`src/rtl/qpsk_pkg.sv`:
```
// Shared QPSK definitions: sample format and the bit-to-sign mapping used by
// both the modulator and the demodulator.
package qpsk_pkg;

    localparam int unsigned QPSK_DATA_WIDTH = 12;

    // Bit 0 is sent as positive amplitude, bit 1 as negative amplitude.
    localparam logic QPSK_BIT0_POS = 1'b1;

    typedef logic signed [QPSK_DATA_WIDTH-1:0] qpsk_sample_t;

    // Map the sign of an integrated symbol to a hard bit; a zero sum decides bit 0.
    function automatic logic qpsk_slice(input logic is_neg);
        return QPSK_BIT0_POS ? is_neg : !is_neg;
    endfunction

endpackage

```
`src/rtl/qpsk_int_dump.sv`:
```
// Integrate-and-dump for one rail: accumulates samples over a symbol and
// registers the hard sign decision when the last sample arrives.
module qpsk_int_dump
    import qpsk_pkg::*;
#(
    parameter int unsigned DATA_WIDTH = QPSK_DATA_WIDTH,
    parameter int unsigned ACC_WIDTH  = QPSK_DATA_WIDTH + 3
) (
    input  logic                  clk,
    input  logic                  rst_n,
    input  logic                  en,
    input  logic                  load,
    input  logic                  clear,
    input  logic                  last,
    input  logic [DATA_WIDTH-1:0] sample,
    output logic                  decision,
    output logic                  dump
);

    logic signed [ACC_WIDTH-1:0] acc_q, acc_d;
    logic signed [ACC_WIDTH-1:0] sample_ext;
    logic signed [ACC_WIDTH-1:0] base;
    logic signed [ACC_WIDTH-1:0] sum;
    logic                        dec_q, dec_d;

    always_comb begin
        sample_ext = {{(ACC_WIDTH - DATA_WIDTH){sample[DATA_WIDTH-1]}}, sample};
        // A load starts a fresh symbol, so the old partial sum is ignored.
        base       = load ? '0 : acc_q;
        sum        = base + sample_ext;
        acc_d      = acc_q;
        dec_d      = dec_q;
        if (en) begin
            if (last) begin
                acc_d = '0;
                dec_d = qpsk_slice(sum[ACC_WIDTH-1]);
            end else begin
                acc_d = sum;
            end
        end else if (clear) begin
            acc_d = '0;
        end
    end

    always_ff @(posedge clk or negedge rst_n) begin
        if (!rst_n) begin
            acc_q <= '0;
            dec_q <= 1'b0;
        end else begin
            acc_q <= acc_d;
            dec_q <= dec_d;
        end
    end

    assign decision = dec_q;
    assign dump     = en && last;

endmodule

```
`src/rtl/qpsk_demod.sv`:
```
// Hard-decision QPSK demodulator: per-rail integrate-and-dump over SPS samples
// with valid/ready handshakes on the sample and bit-pair interfaces.
module qpsk_demod
    import qpsk_pkg::*;
#(
    parameter int unsigned DATA_WIDTH = QPSK_DATA_WIDTH,
    parameter int unsigned SPS        = 4,
    parameter int unsigned ACC_WIDTH  = DATA_WIDTH + $clog2(SPS) + 1
) (
    input  logic                  clk,
    input  logic                  rst_n,
    input  logic [DATA_WIDTH-1:0] i_I,
    input  logic [DATA_WIDTH-1:0] i_Q,
    input  logic                  i_valid,
    input  logic                  i_sync,
    output logic                  o_ready,
    output logic                  o_I,
    output logic                  o_Q,
    output logic                  o_valid,
    input  logic                  i_ready
);

    localparam int unsigned    CntW   = (SPS > 1) ? $clog2(SPS) : 1;
    localparam logic [CntW-1:0] CntMax = CntW'(SPS - 1);

    logic [CntW-1:0] cnt_q, cnt_d;
    logic            o_valid_q, o_valid_d;
    logic            accept;
    logic            last;
    logic            load;
    logic            clear;
    logic            dump_i, dump_q;
    logic            dump;

    assign o_ready = !o_valid_q || i_ready;
    assign accept  = i_valid && o_ready;
    assign load    = accept && i_sync;
    // Sync outside an accepted beat only realigns when the source is idle.
    assign clear   = i_sync && !i_valid;
    assign last    = i_sync ? (SPS == 1) : (cnt_q == CntMax);

    always_comb begin
        cnt_d = cnt_q;
        if (accept) begin
            if (i_sync) begin
                cnt_d = (SPS == 1) ? '0 : CntW'(1);
            end else if (cnt_q == CntMax) begin
                cnt_d = '0;
            end else begin
                cnt_d = cnt_q + 1'b1;
            end
        end else if (clear) begin
            cnt_d = '0;
        end
    end

    assign dump = dump_i && dump_q;

    always_comb begin
        o_valid_d = o_valid_q;
        if (dump) begin
            o_valid_d = 1'b1;
        end else if (i_ready) begin
            o_valid_d = 1'b0;
        end
    end

    always_ff @(posedge clk or negedge rst_n) begin
        if (!rst_n) begin
            cnt_q     <= '0;
            o_valid_q <= 1'b0;
        end else begin
            cnt_q     <= cnt_d;
            o_valid_q <= o_valid_d;
        end
    end

    assign o_valid = o_valid_q;

    qpsk_int_dump #(
        .DATA_WIDTH (DATA_WIDTH),
        .ACC_WIDTH  (ACC_WIDTH)
    ) u_rail_i (
        .clk      (clk),
        .rst_n    (rst_n),
        .en       (accept),
        .load     (load),
        .clear    (clear),
        .last     (last),
        .sample   (i_I),
        .decision (o_I),
        .dump     (dump_i)
    );

    qpsk_int_dump #(
        .DATA_WIDTH (DATA_WIDTH),
        .ACC_WIDTH  (ACC_WIDTH)
    ) u_rail_q (
        .clk      (clk),
        .rst_n    (rst_n),
        .en       (accept),
        .load     (load),
        .clear    (clear),
        .last     (last),
        .sample   (i_Q),
        .decision (o_Q),
        .dump     (dump_q)
    );

endmodule

```
`config.mk`:
```
export PLATFORM = sky130hd
export DESIGN_NAME = qpsk_demod
export DESIGN_NICKNAME = d
export VERILOG_FILES = /design/src/rtl/qpsk_pkg.sv /design/src/rtl/qpsk_int_dump.sv /design/src/rtl/qpsk_demod.sv
export SDC_FILE = /design/constraint.sdc
export NUM_CORES = 1
export LEC_CHECK = 0
export CAP_MARGIN = 40
export CORE_MARGIN = 10
export CORE_UTILIZATION = 41
export CTS_BUF_LIST = sky130_fd_sc_hd__clkbuf_8
export DETAILED_ROUTE_END_ITERATION = 10
export GPL_TIMING_DRIVEN = 0
export PLACE_DENSITY = 0.58
export RECOVER_POWER = 100
export SLEW_MARGIN = 20
export SYNTH_ARGS = -nofsm -noshare
export SYNTH_HDL_FRONTEND = slang
export SYNTH_SLANG_ARGS = --single-unit
```
`constraint.sdc`:
```
create_clock -name clk -period 6.4 [get_ports clk]
set_input_delay 0.64 -clock clk [delete_from_list [all_inputs] [get_ports clk]]
set_output_delay 0.64 -clock clk [all_outputs]
set_load 0.005 [all_outputs]
```
==> metrics.txt, run 1 <==
# TYPE chip_impl_metric gauge
chip_impl_metric{name="clkLatencyLatePin",unit="ns"} 0.29
chip_impl_metric{name="detail_route.iter0.violations",unit=""} 48
chip_impl_metric{name="synth.yosys.seq_area_share",unit="%"} 30.9
chip_impl_metric{name="grt_first_pass_wirelength",unit="mm"} 11.2
chip_impl_info{name="min-delay-path-class",value="reg2reg"} 1
chip_impl_metric{name="place_congestion",unit=""} 0.805
chip_impl_metric{name="number_of_antenna_violations_at_the_first_check_in_global_routing",unit=""} 0
chip_impl_metric{name="share_of_layout_cells_above_drive_strength_1",unit="%"} 3.75
chip_impl_metric{name="yosys.cell_types.count",unit=""} 51
chip_impl_metric{name="final_design_area_no_fill",unit="sq um"} 3330
chip_impl_info{name="synth_top_flop_cell",value="sky130_fd_sc_hd__dfrtp_1"} 1
chip_impl_info{name="hp-start",value="u_rail_q.acc_q[12]"} 1
chip_impl_metric{name="final_hold_viol_count",unit=""} 0
chip_impl_metric{name="drc",unit=""} 0
chip_impl_metric{name="crit_required",unit="ns"} 6.63
chip_impl_info{name="final_common_cell",value="sky130_fd_sc_hd__nand2_1"} 1
chip_impl_info{name="result_of_the_run",value="finished, final reports clean"} 1
chip_impl_metric{name="routed_wirelength",unit="mm"} 6.77
chip_impl_metric{name="rr_worst_depth",unit=""} 15
chip_impl_metric{name="core_region_area",unit="sq um"} 6760
chip_impl_metric{name="synth_to_layout_area_growth",unit="%"} 17.6
chip_impl_metric{name="die_h",unit="microns"} 103
chip_impl_metric{name="syn_area",unit="sq um"} 2830
chip_impl_metric{name="synthesis.yosys.warnings",unit=""} 0
chip_impl_metric{name="hold_depth",unit=""} 2
chip_impl_metric{name="post_cts_resize_count",unit=""} 0
chip_impl_metric{name="dieArea",unit="sq um"} 10600
chip_impl_metric{name="post_cts_buffers",unit=""} 0
chip_impl_metric{name="dp_hpwl",unit="mm"} 5.09
chip_impl_metric{name="global_route.overflow_total",unit=""} 0
chip_impl_metric{name="fmax",unit="MHz"} 233
chip_impl_metric{name="worst_pin_slew",unit="ns"} 1.12
chip_impl_metric{name="cp.arrival",unit="ns"} 4.52
chip_impl_metric{name="dr.pass1.iters",unit=""} 4
chip_impl_metric{name="synth_nets",unit=""} 392
chip_impl_info{name="grt_setup_unrepaired",value="false"} 1
chip_impl_metric{name="dpl.cell_count",unit=""} 445
chip_impl_info{name="regToRegStartpoint",value="o_valid"} 1
chip_impl_metric{name="floorplan.initialDensity",unit="%"} 41.9
chip_impl_metric{name="power_leakage",unit="nW"} 1.51
chip_impl_metric{name="ctsHtreeMaxLevel",unit=""} 2
chip_impl_metric{name="fin_tns_setup",unit="ns"} 0
chip_impl_metric{name="drtAntennaViolNets",unit=""} 0
chip_impl_metric{name="drt-vias-per-instance",unit=""} 5.33
chip_impl_metric{name="grtUsageTotal",unit="%"} 13.3
chip_impl_info{name="worst_r2r_endpoint",value="u_rail_i.acc_q[8]"} 1
chip_impl_metric{name="power_density",unit="nW/um^2"} 346
chip_impl_metric{name="number_of_cts_inserted_buffers",unit=""} 5
chip_impl_info{name="cp-end-kind",value="flip-flop"} 1
chip_impl_metric{name="numPortBuffers",unit=""} 32
chip_impl_info{name="layout_common_cells",value="47 x sky130_fd_sc_hd__nand2_1, 35 x sky130_fd_sc_hd__dfrtp_1, 33 x sky130_fd_sc_hd__o21ai_0, 29 x sky130_fd_sc_hd__ha_1, 26 x sky130_fd_sc_hd__and2_1"} 1
chip_impl_metric{name="setup_violations",unit=""} 0
chip_impl_metric{name="cts.clk_slew.worst_paths",unit="ns"} 0.07
chip_impl_metric{name="grt_pass1_vias",unit=""} 2359
chip_impl_metric{name="rrSetupSlack",unit="ns"} 2.67
chip_impl_info{name="hold_end",value="u_rail_q.acc_q[12]"} 1
chip_impl_metric{name="syn-instance-count",unit=""} 332
chip_impl_metric{name="cts_num_sinks",unit=""} 35
chip_impl_info{name="clock-root-buffer",value="sky130_fd_sc_hd__clkbuf_8"} 1
chip_impl_metric{name="placement.cell_area",unit="sq um"} 3270
chip_impl_metric{name="final_cells",unit=""} 453
chip_impl_metric{name="fin_nets",unit=""} 432
chip_impl_metric{name="ys_seq_elements",unit=""} 35
chip_impl_metric{name="synth-edff-count",unit=""} 0
chip_impl_metric{name="relSlewSlack",unit="%"} 25.3
chip_impl_metric{name="n_antenna_cell",unit=""} 0
chip_impl_metric{name="floorplan.io_pins",unit=""} 33
chip_impl_metric{name="crit_path_max_fanout",unit=""} 10
chip_impl_metric{name="core.rowCount",unit=""} 30
chip_impl_info{name="cts_tree",value="yes"} 1
chip_impl_info{name="setup.worst_path.class",value="in2reg"} 1
chip_impl_metric{name="min_period",unit="ns"} 4.29
chip_impl_info{name="worst_setup_path_start_kind",value="input port"} 1
chip_impl_metric{name="vias",unit=""} 2416
chip_impl_metric{name="avgSynthCellArea",unit="sq um"} 8.52
chip_impl_metric{name="slew_viol_final",unit=""} 0
chip_impl_metric{name="grt_start_max_net_pins",unit=""} 20
chip_impl_metric{name="worst_hold_slack",unit="ns"} 0.472
chip_impl_metric{name="post_cts_hold_buffer_count",unit=""} 0
chip_impl_metric{name="cts_buffer_depth",unit=""} 2
chip_impl_metric{name="setup_ws",unit="ns"} 2.11
chip_impl_metric{name="routedWlPerCell",unit="microns"} 14.9
chip_impl_metric{name="drv_cap",unit=""} 0
chip_impl_metric{name="clock-skew-final",unit="ns"} 0.00349
chip_impl_metric{name="post-place-ws",unit="ns"} 2.20
chip_impl_metric{name="timing.final.crit_share",unit="%"} 67.0
chip_impl_metric{name="ys_async_sr_fraction",unit="%"} 100
chip_impl_metric{name="irDropWorstVdd",unit="mV"} 0.142
chip_impl_metric{name="die_x",unit="microns"} 103
sequential cells by signal, indices dropped and copies added, names as in the netlist:
name	count
o_valid	1
u_rail_q.acc_q	15
cnt_q	2
u_rail_i.decision	1
u_rail_q.decision	1
u_rail_i.acc_q	15
worst max-delay path by stage:
stage            start                 end  depth (start not counted)
3_5_place_dp   i_ready  u_rail_i.acc_q[12]                         16
2_1_floorplan  i_ready  u_rail_i.acc_q[12]                         15
4_1_cts        i_ready  u_rail_i.acc_q[12]                         16
6_report       i_ready  u_rail_i.acc_q[12]                         16
3_3_place_gp   i_ready  u_rail_i.acc_q[12]                         16
5_1_grt        i_ready  u_rail_i.acc_q[12]                         16
cell usage after synthesis (all sizes together) (3+ instances only):
cell | number | area, sq um
xor2 | 14 | 123
o31ai | 4 | 30.0
inv | 9 | 33.8
nor2b | 6 | 37.5
a21boi | 3 | 22.5
a211oi | 5 | 42.5
nand2b | 5 | 31.3
clkbuf | 9 | 33.8
xnor2 | 6 | 52.6
and3 | 3 | 18.8
nand4 | 4 | 25.0
a31oi | 3 | 18.8
a22o | 5 | 43.8
o21ai | 34 | 174
ha | 29 | 363
nor2 | 10 | 37.5
a21o | 9 | 67.6
nand3 | 7 | 35.0
o211ai | 3 | 27.5
nand2 | 48 | 183
buf | 3 | 17.5
dfrtp | 35 | 876
and2 | 29 | 181
o21a | 4 | 30.0
a21oi | 22 | 114
power breakdown:
group          internal (mW)  switching [mW]
clock network         0.0968          0.0841
logic                  0.296           0.328
registers              0.310          0.0374
final cells by class:
type	instances	area [sq um]
buffer	12	47.5
timing repair buffer	33	318
multi-input combinational	276	1850
fill	696	3430
sequential	35	876
tap	80	100
inverter	9	33.8
clock inverter	1	3.75
clock buffer	7	96.3
logic make-up after synthesis:
group / Yosys count / share of synthesized area (%)
buffers and inverters: 21 / 3.01
DFF: 35 / 30.9
AOI/OAI and AO/OA: 102 / 23.3
muxes: 1 / 0.354
and+or+nand+nor: 122 / 22.0
adders and majority gates: 31 / 14.2
xor gates and xnor gates: 20 / 6.19
worst max-delay path: stages:
cell and delay [ns]:
sky130_fd_sc_hd__dlygate4sd3_1 0.52, sky130_fd_sc_hd__nand2b_1 0.14, sky130_fd_sc_hd__clkbuf_1 0.19, sky130_fd_sc_hd__nand3_1 0.22, sky130_fd_sc_hd__clkbuf_1 0.44, sky130_fd_sc_hd__and2_0 0.20
sky130_fd_sc_hd__ha_1 0.19, sky130_fd_sc_hd__inv_1 0.07, sky130_fd_sc_hd__fa_1 0.39, sky130_fd_sc_hd__nor2b_1 0.14, sky130_fd_sc_hd__o21a_1 0.14, sky130_fd_sc_hd__o21ai_0 0.18
sky130_fd_sc_hd__a21oi_1 0.30, sky130_fd_sc_hd__a21boi_0 0.22, sky130_fd_sc_hd__or4_1 0.43, sky130_fd_sc_hd__nand3_1 0.08
metal layers:
metal	GRT usage (%)	vias up	wire length, microns
met1	17.9	1104	3380
met2	20.9	39	3010
met5	0	-	0
met4	3.85	0	64
met3	2.82	7	315
li1	-	1266	-
through the flow:
stage,utilization (%),power (mW)
3_5_place_dp,48.4,0.989
6_report,49.2,1.15
4_1_cts,49.9,1.18
5_1_grt,49.2,1.27
2_1_floorplan,-,0.844
3_3_place_gp,48.1,0.978
No activity file was read; power rests on OpenSTA's default activity.
==> run 2, diff against run 1 <==
clock period = 4.35 ns   (was 6.4 ns; I/O delays follow)
==> run 2 against run 1 <==
Total power grew 47%; global-route usage unchanged; non-clock buffer count unchanged; via count is essentially flat; design area increased by 0.11%; die area unchanged; clock power rose by 47%; count of clock-buffer cells in the layout did not move; worst setup slack worse by 1.6 ns; combinational power is 47% higher.
==> metrics.txt, run 2 (synthesized netlist as in run 1, its figures left out) <==
# TYPE chip_impl_metric gauge
chip_impl_info{name="min-delay-path-class",value="in2async"} 1
chip_impl_metric{name="cts.clk_slew.worst_paths",unit="ns"} 0.08
chip_impl_metric{name="placement.cell_area",unit="sq um"} 3270
chip_impl_metric{name="numPortBuffers",unit=""} 32
chip_impl_metric{name="drt-vias-per-instance",unit=""} 5.33
chip_impl_metric{name="fin_nets",unit=""} 432
chip_impl_metric{name="floorplan.initialDensity",unit="%"} 41.9
chip_impl_metric{name="drc",unit=""} 0
chip_impl_metric{name="post_cts_buffers",unit=""} 0
chip_impl_metric{name="final_hold_viol_count",unit=""} 0
chip_impl_metric{name="irDropWorstVdd",unit="mV"} 0.208
chip_impl_metric{name="cts_num_sinks",unit=""} 35
chip_impl_metric{name="timing.final.crit_share",unit="%"} 87.7
chip_impl_metric{name="setup_violations",unit=""} 0
chip_impl_info{name="regToRegStartpoint",value="o_valid"} 1
chip_impl_info{name="timing.critical_path.cells",value="clkdlybuf4s50_1 -> nand2b_1 -> clkbuf_1 -> nand3_1 -> clkbuf_1 -> and2_0 -> ha_1 -> inv_1 -> fa_1 -> nor2b_1 -> o21a_1 -> o21ai_2 -> a21oi_1 -> a21boi_0 -> or4_1 -> nand3_1"} 1
chip_impl_metric{name="clkLatencyLatePin",unit="ns"} 0.29
chip_impl_metric{name="ctsHtreeMaxLevel",unit=""} 2
chip_impl_metric{name="number_of_antenna_violations_at_the_first_check_in_global_routing",unit=""} 0
chip_impl_info{name="result_of_the_run",value="finished, final reports clean"} 1
chip_impl_metric{name="vias",unit=""} 2414
chip_impl_metric{name="synth_to_layout_area_growth",unit="%"} 17.7
chip_impl_info{name="cts_tree",value="yes"} 1
chip_impl_metric{name="rrSetupSlack",unit="ns"} 0.81
chip_impl_metric{name="grt_first_pass_wirelength",unit="mm"} 11.2
chip_impl_metric{name="power_density",unit="nW/um^2"} 509
chip_impl_info{name="setup.worst_path.class",value="in2reg"} 1
chip_impl_metric{name="grt_pass1_vias",unit=""} 2359
chip_impl_info{name="endpoint",value="u_rail_i.acc_q[12]"} 1
chip_impl_metric{name="core.rowCount",unit=""} 30
chip_impl_metric{name="die_x",unit="microns"} 103
chip_impl_info{name="worst_setup_path_start_kind",value="input port"} 1
chip_impl_metric{name="power_leakage",unit="nW"} 1.51
chip_impl_info{name="clock-root-buffer",value="sky130_fd_sc_hd__clkbuf_8"} 1
chip_impl_info{name="largestRegisters",value="u_rail_i.acc_q: 15 flops, u_rail_q.acc_q: 15 flops, cnt_q: 2 flops"} 1
chip_impl_metric{name="global_route.overflow_total",unit=""} 0
chip_impl_info{name="routed.top_layer",value="met4"} 1
chip_impl_metric{name="slew_viol_final",unit=""} 0
chip_impl_metric{name="share_of_layout_cells_above_drive_strength_1",unit="%"} 4.02
chip_impl_metric{name="post_cts_hold_buffer_count",unit=""} 0
chip_impl_metric{name="max_stage_delay",unit="ns"} 0.44
chip_impl_metric{name="cp.arrival",unit="ns"} 4.04
chip_impl_metric{name="routedWlPerCell",unit="microns"} 14.9
chip_impl_metric{name="met2RoutedLength",unit="mm"} 3.04
chip_impl_metric{name="dp_hpwl",unit="mm"} 5.09
chip_impl_metric{name="clock-skew-final",unit="ns"} 0.00358
chip_impl_metric{name="number_of_cts_inserted_buffers",unit=""} 5
chip_impl_metric{name="fin_tns_setup",unit="ns"} 0
chip_impl_metric{name="final_design_area_no_fill",unit="sq um"} 3330
chip_impl_metric{name="fmax",unit="MHz"} 262
chip_impl_metric{name="crit_required",unit="ns"} 4.58
chip_impl_metric{name="die_h",unit="microns"} 103
chip_impl_metric{name="grt_start_max_net_pins",unit=""} 20
chip_impl_metric{name="relSlewSlack",unit="%"} 25.3
chip_impl_info{name="critical-path-slowest-cell",value="sky130_fd_sc_hd__clkbuf_1"} 1
chip_impl_info{name="layout_common_cells",value="47 x sky130_fd_sc_hd__nand2_1, 35 x sky130_fd_sc_hd__dfrtp_1, 32 x sky130_fd_sc_hd__o21ai_0, 29 x sky130_fd_sc_hd__ha_1"} 1
chip_impl_metric{name="rr_worst_depth",unit=""} 15
chip_impl_metric{name="cts_buffer_depth",unit=""} 2
chip_impl_metric{name="grtUsageTotal",unit="%"} 13.3
chip_impl_metric{name="dieArea",unit="sq um"} 10600
chip_impl_info{name="final_common_cell",value="sky130_fd_sc_hd__nand2_1"} 1
chip_impl_metric{name="core_region_area",unit="sq um"} 6760
chip_impl_info{name="worstSetupStartpoint",value="i_ready"} 1
chip_impl_metric{name="worst_pin_slew",unit="ns"} 1.12
chip_impl_metric{name="number_of_fill_cells_in_the_layout",unit=""} 694
chip_impl_metric{name="drv_cap",unit=""} 0
chip_impl_metric{name="detail_route.iter0.violations",unit=""} 45
chip_impl_info{name="worst_r2r_endpoint",value="u_rail_i.acc_q[12]"} 1
chip_impl_metric{name="place_congestion",unit=""} 0.805
chip_impl_metric{name="routed-wl-met3",unit="microns"} 279
chip_impl_metric{name="drtAntennaViolNets",unit=""} 0
chip_impl_metric{name="floorplan.io_pins",unit=""} 33
chip_impl_metric{name="dr.pass1.iters",unit=""} 4
chip_impl_info{name="grt_setup_unrepaired",value="false"} 1
chip_impl_info{name="cp-end-kind",value="flip-flop"} 1
chip_impl_metric{name="detail_route.wirelength.met1",unit="mm"} 3.37
chip_impl_metric{name="crit_path_max_fanout",unit=""} 10
chip_impl_metric{name="routed_wirelength",unit="mm"} 6.76
chip_impl_metric{name="post_cts_resize_count",unit=""} 0
chip_impl_metric{name="min_period",unit="ns"} 3.81
chip_impl_metric{name="n_antenna_cell",unit=""} 0
## run 2: changes by cell type in the layout (fill, tap and decap cells not counted), sizes merged
cell,before,now
clkdlybuf4s50,25,26
dlygate4sd3,6,5
## run 2: worst min-delay path by stage
stage                                  from  slack, ns  cells past startpoint                 to
after floorplan                       rst_n       0.14                      0           cnt_q[0]
after global placement    u_rail_q.acc_q[5]       0.46                      2  u_rail_q.acc_q[5]
after detailed placement              rst_n       0.42                      1  u_rail_q.acc_q[2]
after CTS                             rst_n       0.10                      1  u_rail_q.acc_q[5]
after global routing                  rst_n       0.35                      1  u_rail_q.acc_q[2]
final                                 rst_n       0.29                      1  u_rail_q.acc_q[6]
## run 2: per-layer routing
layer	global-route usage [%]	vias to the layer above
li1	-	1267
met1	17.9	1104
met2	20.9	36
met3	2.82	7
met4	3.85	0
met5	0	-
## run 2: where the power goes
part	internal (mW)	switching, mW
Combinational	0.437	0.483
Clock	0.142	0.124
Sequential	0.456	0.0552
## run 2: critical path, delay by kind of cell
kind | cells | cell delay (ns)
AND/OR/NAND/NOR | 6 | 1.20
buffers and inverters | 4 | 1.09
AO/OA/AOI/OAI | 4 | 0.71
adder cells (fa/ha/maj) | 2 | 0.58
## run 2: final cells by class
class,instances,area [sq um],area share [%]
well taps,80,100,3.01
multi-input cells,276,1860,55.7
inverters,9,33.8,1.01
flip-flops and latches,35,876,26.3
clock buffers,7,96.3,2.89
clock inverters,1,3.75,0.113
plain buffers,12,47.5,1.43
repair buffers,33,318,9.54
## run 2: stage by stage
| stage | worst slack (ns) | std cells | total power, mW | hold slack (ns) | util [%] |
|---|---|---|---|---|---|
| floorplan | 1.36 | 332 | 1.24 | 0.139 | - |
| global route | 0.279 | 453 | 1.87 | 0.350 | 49.3 |
| detailed placement | 0.359 | 445 | 1.45 | 0.423 | 48.4 |
| global placement | 0.375 | 444 | 1.44 | 0.457 | 48.1 |
| finish | 0.537 | 453 | 1.70 | 0.292 | 49.3 |
| CTS | 0.648 | 453 | 1.73 | 0.102 | 49.9 |
==> run 3, diff against run 2 <==
SKIP_LAST_GASP = 1   (was unset)
==> results of run 3 <==
No change in the layout: final DEF, timing and power equal those of run 2.
==> patch 1: new RTL, flow settings as in run 3 <==
`QPSK_DATA_WIDTH`: 12 -> 24.
--- a/src/rtl/qpsk_pkg.sv
+++ b/src/rtl/qpsk_pkg.sv
@@ -2,7 +2,7 @@
 // both the modulator and the demodulator.
 package qpsk_pkg;
 
-    localparam int unsigned QPSK_DATA_WIDTH = 12;
+    localparam int unsigned QPSK_DATA_WIDTH = 24;
 
     // Bit 0 is sent as positive amplitude, bit 1 as negative amplitude.
     localparam logic QPSK_BIT0_POS = 1'b1;
Ports: changed (resized i_I and i_Q); port bits go from 33 to 57. The function was not compared with the original's and may differ.
==> patch 1 against run 3 <==
The run now ends with max-capacitance violations, max-slew violations left. Worst setup slack got worse by 0.31 ns. Power is 100% higher. Final area up 88%. Clock skew up 0.010 ns. Global-route usage increased by 2.9 points. Die area is 67% higher. Sequential cell count up 24. Synthesized area increased by 86%. Utilization grew 0.43 points. Wire length up 110%.
==> patch 1: results (changes against run 3) <==
status:
  status: "finished, violations left"  # was finished clean
  violations: "max-capacitance violations, max-slew violations"
yosys:
  seq_area_frac_synth: 0.2808  # was 0.3095
  syn_inst: 635  # was 332
  synth_cell_types: 60  # was 51
  synth_commonest_cells: "nand2_1 (79), o21ai_0 (66), dfrtp_1 (59)"  # was nand2_1 (47), dfrtp_1 (35), o21ai_0 (31)
  synth_compound_area_frac: 0.2563  # was 0.2330
  netlist_top_cells_area: "dfrtp_1 (28%), ha_1 (13%), and2_1 (6.7%)"  # was dfrtp_1 (31%), ha_1 (13%), and2_1 (6.4%)
  synth-adder-area-share: 0.1337  # was 0.1424
  syn_nets: 743  # was 392
  yosys.area_share.xor_xnor: 0.07925  # was 0.06189
  synth.mux.area_fraction: 0.005950  # was 0.003537
final_layout:
  nNetsFinal: 812  # was 432
  fillCellCount: 1294  # was 694
  drive_above_1_share: 0.04654  # was 0.04021
  top_regs: "u_rail_i.acc_q x27, u_rail_q.acc_q x27, cnt_q x2"  # was u_rail_i.acc_q x15, u_rail_q.acc_q x15, cnt_q x2
  fin_cells: 881  # was 453
worst_setup_path:
  reg2reg_depth: 16  # was 15
  arrival_ns: 4.38  # was 4.04 ns
sta:
  finalMaxSlewViolations: 62  # was 0
  finClkSkew_ns: 0.01385  # was 0.003580 ns
  slew_headroom: -0.1650  # was 0.2527
global_route:
  track_usage: 0.1617  # was 0.1331
  grt_util_met2: 0.2784  # was 0.2087
  grt_pass1_vias: 4894  # was 2,359
  grt_pass1_wl_microns: 23960  # was 11,240 microns
  gr-usage-met3: 0.02594  # was 0.02815
  use_met1: 0.2002  # was 0.1794
  grt_max_degree: 31  # was 20
placement:
  place_inst: 864  # was 445
  pre_cts_ws_ns: -0.4843  # was 0.3589 ns
  placed_cell_area_sq_um: 6051  # was 3273 sq um
  place.gp.congestion: 0.8895  # was 0.8053
  io_buffer_count: 56  # was 32
  place_hpwl_microns: 10730  # was 5093 microns
worst_hold_path:
  holdPathStages: 2
  worstHoldPathType: "reg2reg"  # was in2async
pwr:
  leakagePower_nw: 2.749  # was 1.508 nW
  vdd_drop_max_mv: 0.1977  # was 0.2083 mV
drt:
  dr.first_iter.drc_count: 239  # was 45
  routed_via_density: 5.493  # was 5.329
  first_pass_iters: 5  # was 4
  wl_per_cell_microns: 16.04  # was 14.91 microns
cts:
  clock_latency_ns: 0.36  # was 0.29 ns
  cts_buffers: 9  # was 5
  ctsHtreeMaxLevel: 3  # was 2
job:
  cap_violations: 2  # was 0
## patch 1: cell count changes in the layout (fill, tap and decap cells not counted), sizes merged, moves of 25 or more
cell and delta:
and2 +29, clkdlybuf4s50 +25, nand2 +31, o21ai +34
a21oi +26
## patch 1: what timing repair did
action                                  in CTS  in global routing
hold endpoints to repair                     1                  0
hold buffers                                 1                  0
gates resized for setup                      1                 11
endpoints found under the setup margin       1                 19
## patch 1: cell families (layout without fill, tap and decap cells)
logic type	count (synthesis)	in the layout
xor gates and xnor gates	46	46
muxes	3	3
AOI/OAI and AO/OA	212	212
DFF	59	59
buffers and inverters	42	116
adders and majority gates	55	55
and+or+nand+nor	218	218
## patch 1: worst paths after layout
check	start	endpoint	slack [ns]
worst max-delay path	i_ready	u_rail_i.decision	0.23
worst min-delay path	u_rail_q.acc_q[18]	u_rail_q.acc_q[18]	0.47
worst max register to register	o_valid	u_rail_i.decision	0.38
worst min register to register	u_rail_q.acc_q[18]	u_rail_q.acc_q[18]	0.47
max in group asynchronous	rst_n	u_rail_i.acc_q[2]	0.94
min in group asynchronous	rst_n	u_rail_i.acc_q[21]	1.05
## patch 1: where the power goes
part / switching (mW) / internal, mW / leakage (nW) / total (mW)
logic: 1.10 / 0.937 / 1.91 / 2.04
registers: 0.112 / 0.780 / 0.738 / 0.892
clock network: 0.250 / 0.275 / 0.103 / 0.525
total: 1.46 / 1.99 / 2.75 / 3.46
## patch 1: area by class of cell
cell class | instances | area (sq um) | area share
Clock inverter | 6 | 56.30 | 0.009009
Inverter | 14 | 52.55 | 0.008408
Tap cell | 172 | 215.2 | 0.03443
Clock buffer | 10 | 137.6 | 0.02202
Multi-Input combinational cell | 534 | 3616 | 0.5786
Buffer | 28 | 127.6 | 0.02042
Timing Repair Buffer | 58 | 568.0 | 0.09089
Sequential cell | 59 | 1476 | 0.2362
## patch 1: metal layers
metal,vias to the layer above,share of wire
met5,-,0
met4,0,0.014
met3,14,0.035
met2,93,0.48
met1,2296,0.47
li1,2436,-
## patch 1: critical path, stage by stage
cell and delay (ns):
clkdlybuf4s50_1 0.45, nand2b_1 0.19, and2_1 0.24, nand2_1 0.13, clkbuf_2 0.22, buf_2 0.22
and2_1 0.17, ha_1 0.26, clkbuf_1 0.19, nand2_1 0.13, o21ai_1 0.09, or4_1 0.42
a31o_1 0.24, a221oi_2 0.32, and2_4 0.21, xnor3_1 0.19, mux2_2 0.26
==> patch 2: new RTL, settings of run 3 <==
Made on the original files. Make the reset (`rst_n`) synchronous in 2 clocked blocks.
--- a/src/rtl/qpsk_int_dump.sv
+++ b/src/rtl/qpsk_int_dump.sv
@@ -42,7 +42,7 @@
         end
     end
 
-    always_ff @(posedge clk or negedge rst_n) begin
+    always_ff @(posedge clk) begin
         if (!rst_n) begin
             acc_q <= '0;
             dec_q <= 1'b0;
--- a/src/rtl/qpsk_demod.sv
+++ b/src/rtl/qpsk_demod.sv
@@ -65,7 +65,7 @@
         end
     end
 
-    always_ff @(posedge clk or negedge rst_n) begin
+    always_ff @(posedge clk) begin
         if (!rst_n) begin
             cnt_q     <= '0;
             o_valid_q <= 1'b0;
Check against the original RTL: not equivalent (Yosys sat finds a counterexample within 10 cycles, from zero or initial values and one cycle with rst_n low; the reset may be asserted at any time).
==> patch 2 against run 3 <==
Sequential cell count did not move. Register-to-register slack got worse by 0.17 ns. Final cell count up 4.4%. Largest cell class unchanged. Critical endpoint is now u_rail_q.acc_q[11]. Synthesized area up 0.44%. Critical path type unchanged. Worst setup slack worse by 0.10 ns. Fmax is 2.6% lower. Via count grew 7.2%. Final area fell by 0.15%. Wire length rose by 6.2%. Non-clock buffer count unchanged.
Power is not compared: it rests on default switching activity, and its combinational part moved more than twofold at a synthesized area within 25%.
==> patch 2: results (changes against run 3) <==
cts:
  postCtsResizedCells: 0  # unchanged
  path_clk_slew_ns: 0.07
  cts_buffers: 5  # unchanged
  cts_root_buffer: "clkbuf_8"  # unchanged
  cts_setup_buffers: 0  # unchanged
  clock_path_buffers: 2  # unchanged
  clock_latency_ns: 0.30
worst_hold_path:
  hold_end: "u_rail_q.acc_q[7]"
  worstHoldPathType: "reg2reg"  # was in2async
drt:
  dr.first_iter.drc_count: 109  # was 45
  routed_via_density: 5.469  # was 5.329
  wl_microns: 7175  # was 6755 microns
  wl_per_cell_microns: 15.17  # was 14.91 microns
  first_pass_iters: 4  # unchanged
worst_setup_path:
  cpMaxStageDelayCell: "a2111oi_0"  # was clkbuf_1
  r2r_slack_ns: 0.64  # was 0.81 ns
  arrival_ns: 4.14  # was 4.04 ns
  cpPeakStageDelay_ns: 0.50  # was 0.44 ns
  cp_max_fo: 10  # unchanged
  cp_top_family: "buffers and inverters"  # was simple AND/OR/NAND/NOR gates
  timing.rr.start: "o_valid"  # unchanged
  reg2reg_to: "u_rail_q.acc_q[11]"  # was u_rail_i.acc_q[12]
  reg2reg_depth: 14  # was 15
sta:
  hold_slack_ns: 0.4431  # was 0.2920 ns
  clock.fmax_ghz: 0.2553  # was 0.2623 GHz
  finClkSkew_ns: 0.003091  # was 0.003580 ns
  worst_slew_pin_slew_ns: 0.5357  # was 1.121 ns
global_route:
  grt_pass1_wl_microns: 12260  # was 11,240 microns
  track_usage: 0.1429  # was 0.1331
  grt_max_degree: 11  # was 20
  grt_pass1_vias: 2675  # was 2,359
yosys:
  seq_area_frac_synth: 0.2465  # was 0.3095
  async_flop_share: 0  # was 1.000
  synth_commonest_cells: "dfxtp_1 (35), nand2_1 (34), ha_1 (29)"  # was nand2_1 (47), dfrtp_1 (35), o21ai_0 (31)
  yosys_warnings: 0  # unchanged
  synth_cell_types: 53  # was 51
  avgSynthCellArea_sq_um: 8.053  # was 8.525 sq um
  netlist_top_cells_area: "dfxtp_1 (25%), ha_1 (13%), and2_1 (6.2%)"  # was dfrtp_1 (31%), ha_1 (13%), and2_1 (6.4%)
  syn_nets: 413  # was 392
placement:
  place_inst: 465  # was 445
  place_hpwl_microns: 5545  # was 5093 microns
  placed_cell_area_sq_um: 3263  # was 3273 sq um
  place.gp.congestion: 0.8300  # was 0.8053
  pre_cts_ws_ns: 0.05234  # was 0.3589 ns
  io_buffer_count: 32  # unchanged
status:
  status: "finished clean"  # unchanged
final_layout:
  diodes: 0  # unchanged
  drive_above_1_share: 0.04071  # was 0.04021
  fillCellCount: 673  # was 694
  nNetsFinal: 452  # was 432
pwr:
  vdd_drop_max_mv: 0.1342
## patch 2: tightest hold or removal path, delay by kind of cell (launching register included)
family	cells	cell delay, ns
compound gates	1	0.05
simple gates	1	0.05
flops	1	0.31
## patch 2: cell type report
type | count | area (sq um) | area share
inverters | 12 | 45.04 | 0.01354
well taps | 80 | 100.1 | 0.03010
clock inverters | 1 | 3.754 | 0.001129
repair buffers | 32 | 320.3 | 0.09631
flip-flops and latches | 35 | 700.7 | 0.2107
clock buffers | 7 | 96.34 | 0.02897
multi-input cells | 293 | 2004 | 0.6027
plain buffers | 13 | 55.05 | 0.01655
## patch 2: power breakdown
part	total (mW)	switching [mW]	leakage (nW)	internal, mW
Sequential	0.364	0.0133	0.288	0.351
Combinational	0.325	0.174	1.06	0.151
Clock	0.270	0.128	0.0557	0.142
Total	0.960	0.315	1.40	0.644
## patch 2: metal layers
layer  wire [microns]  track usage  up-vias
met5                0            0        -
met4               75      0.03850        0
met2             3384       0.2472       34
met1             3453       0.1744     1186
met3              262      0.03056        8
li1                 -            -     1359
## patch 2: how the worst max path moves through the flow
stage	start	end	depth (start not counted)
after floorplan	i_ready	u_rail_q.acc_q[14]	13
after global placement	i_ready	u_rail_q.acc_q[11]	15
after detailed placement	i_ready	u_rail_q.acc_q[11]	15
after CTS	i_ready	u_rail_q.acc_q[11]	15
after global routing	i_ready	u_rail_i.acc_q[12]	14
final	i_ready	u_rail_q.acc_q[11]	15
## patch 2: logic make-up (layout without fill, tap and decap cells)
kind of cell / after synthesis / count (layout) / synth area share
flops: 35 / 35 / 0.2465
fa+ha+maj: 31 / 31 / 0.1417
compound gates: 110 / 110 / 0.2614
simple gates: 129 / 129 / 0.2425
buf+inv: 25 / 65 / 0.03565
mux: 2 / 2 / 0.007482
xor+xnor: 21 / 21 / 0.06470
## patch 2: metrics by stage
step / total power [mW] / utilization
2_1_floorplan: 0.6162 / -
3_3_place_gp: 0.6989 / 0.4830
3_5_place_dp: 0.7033 / 0.4830
4_1_cts: 0.9781 / 0.4978
5_1_grt: 1.030 / 0.4922
6_report: 0.9597 / 0.4922
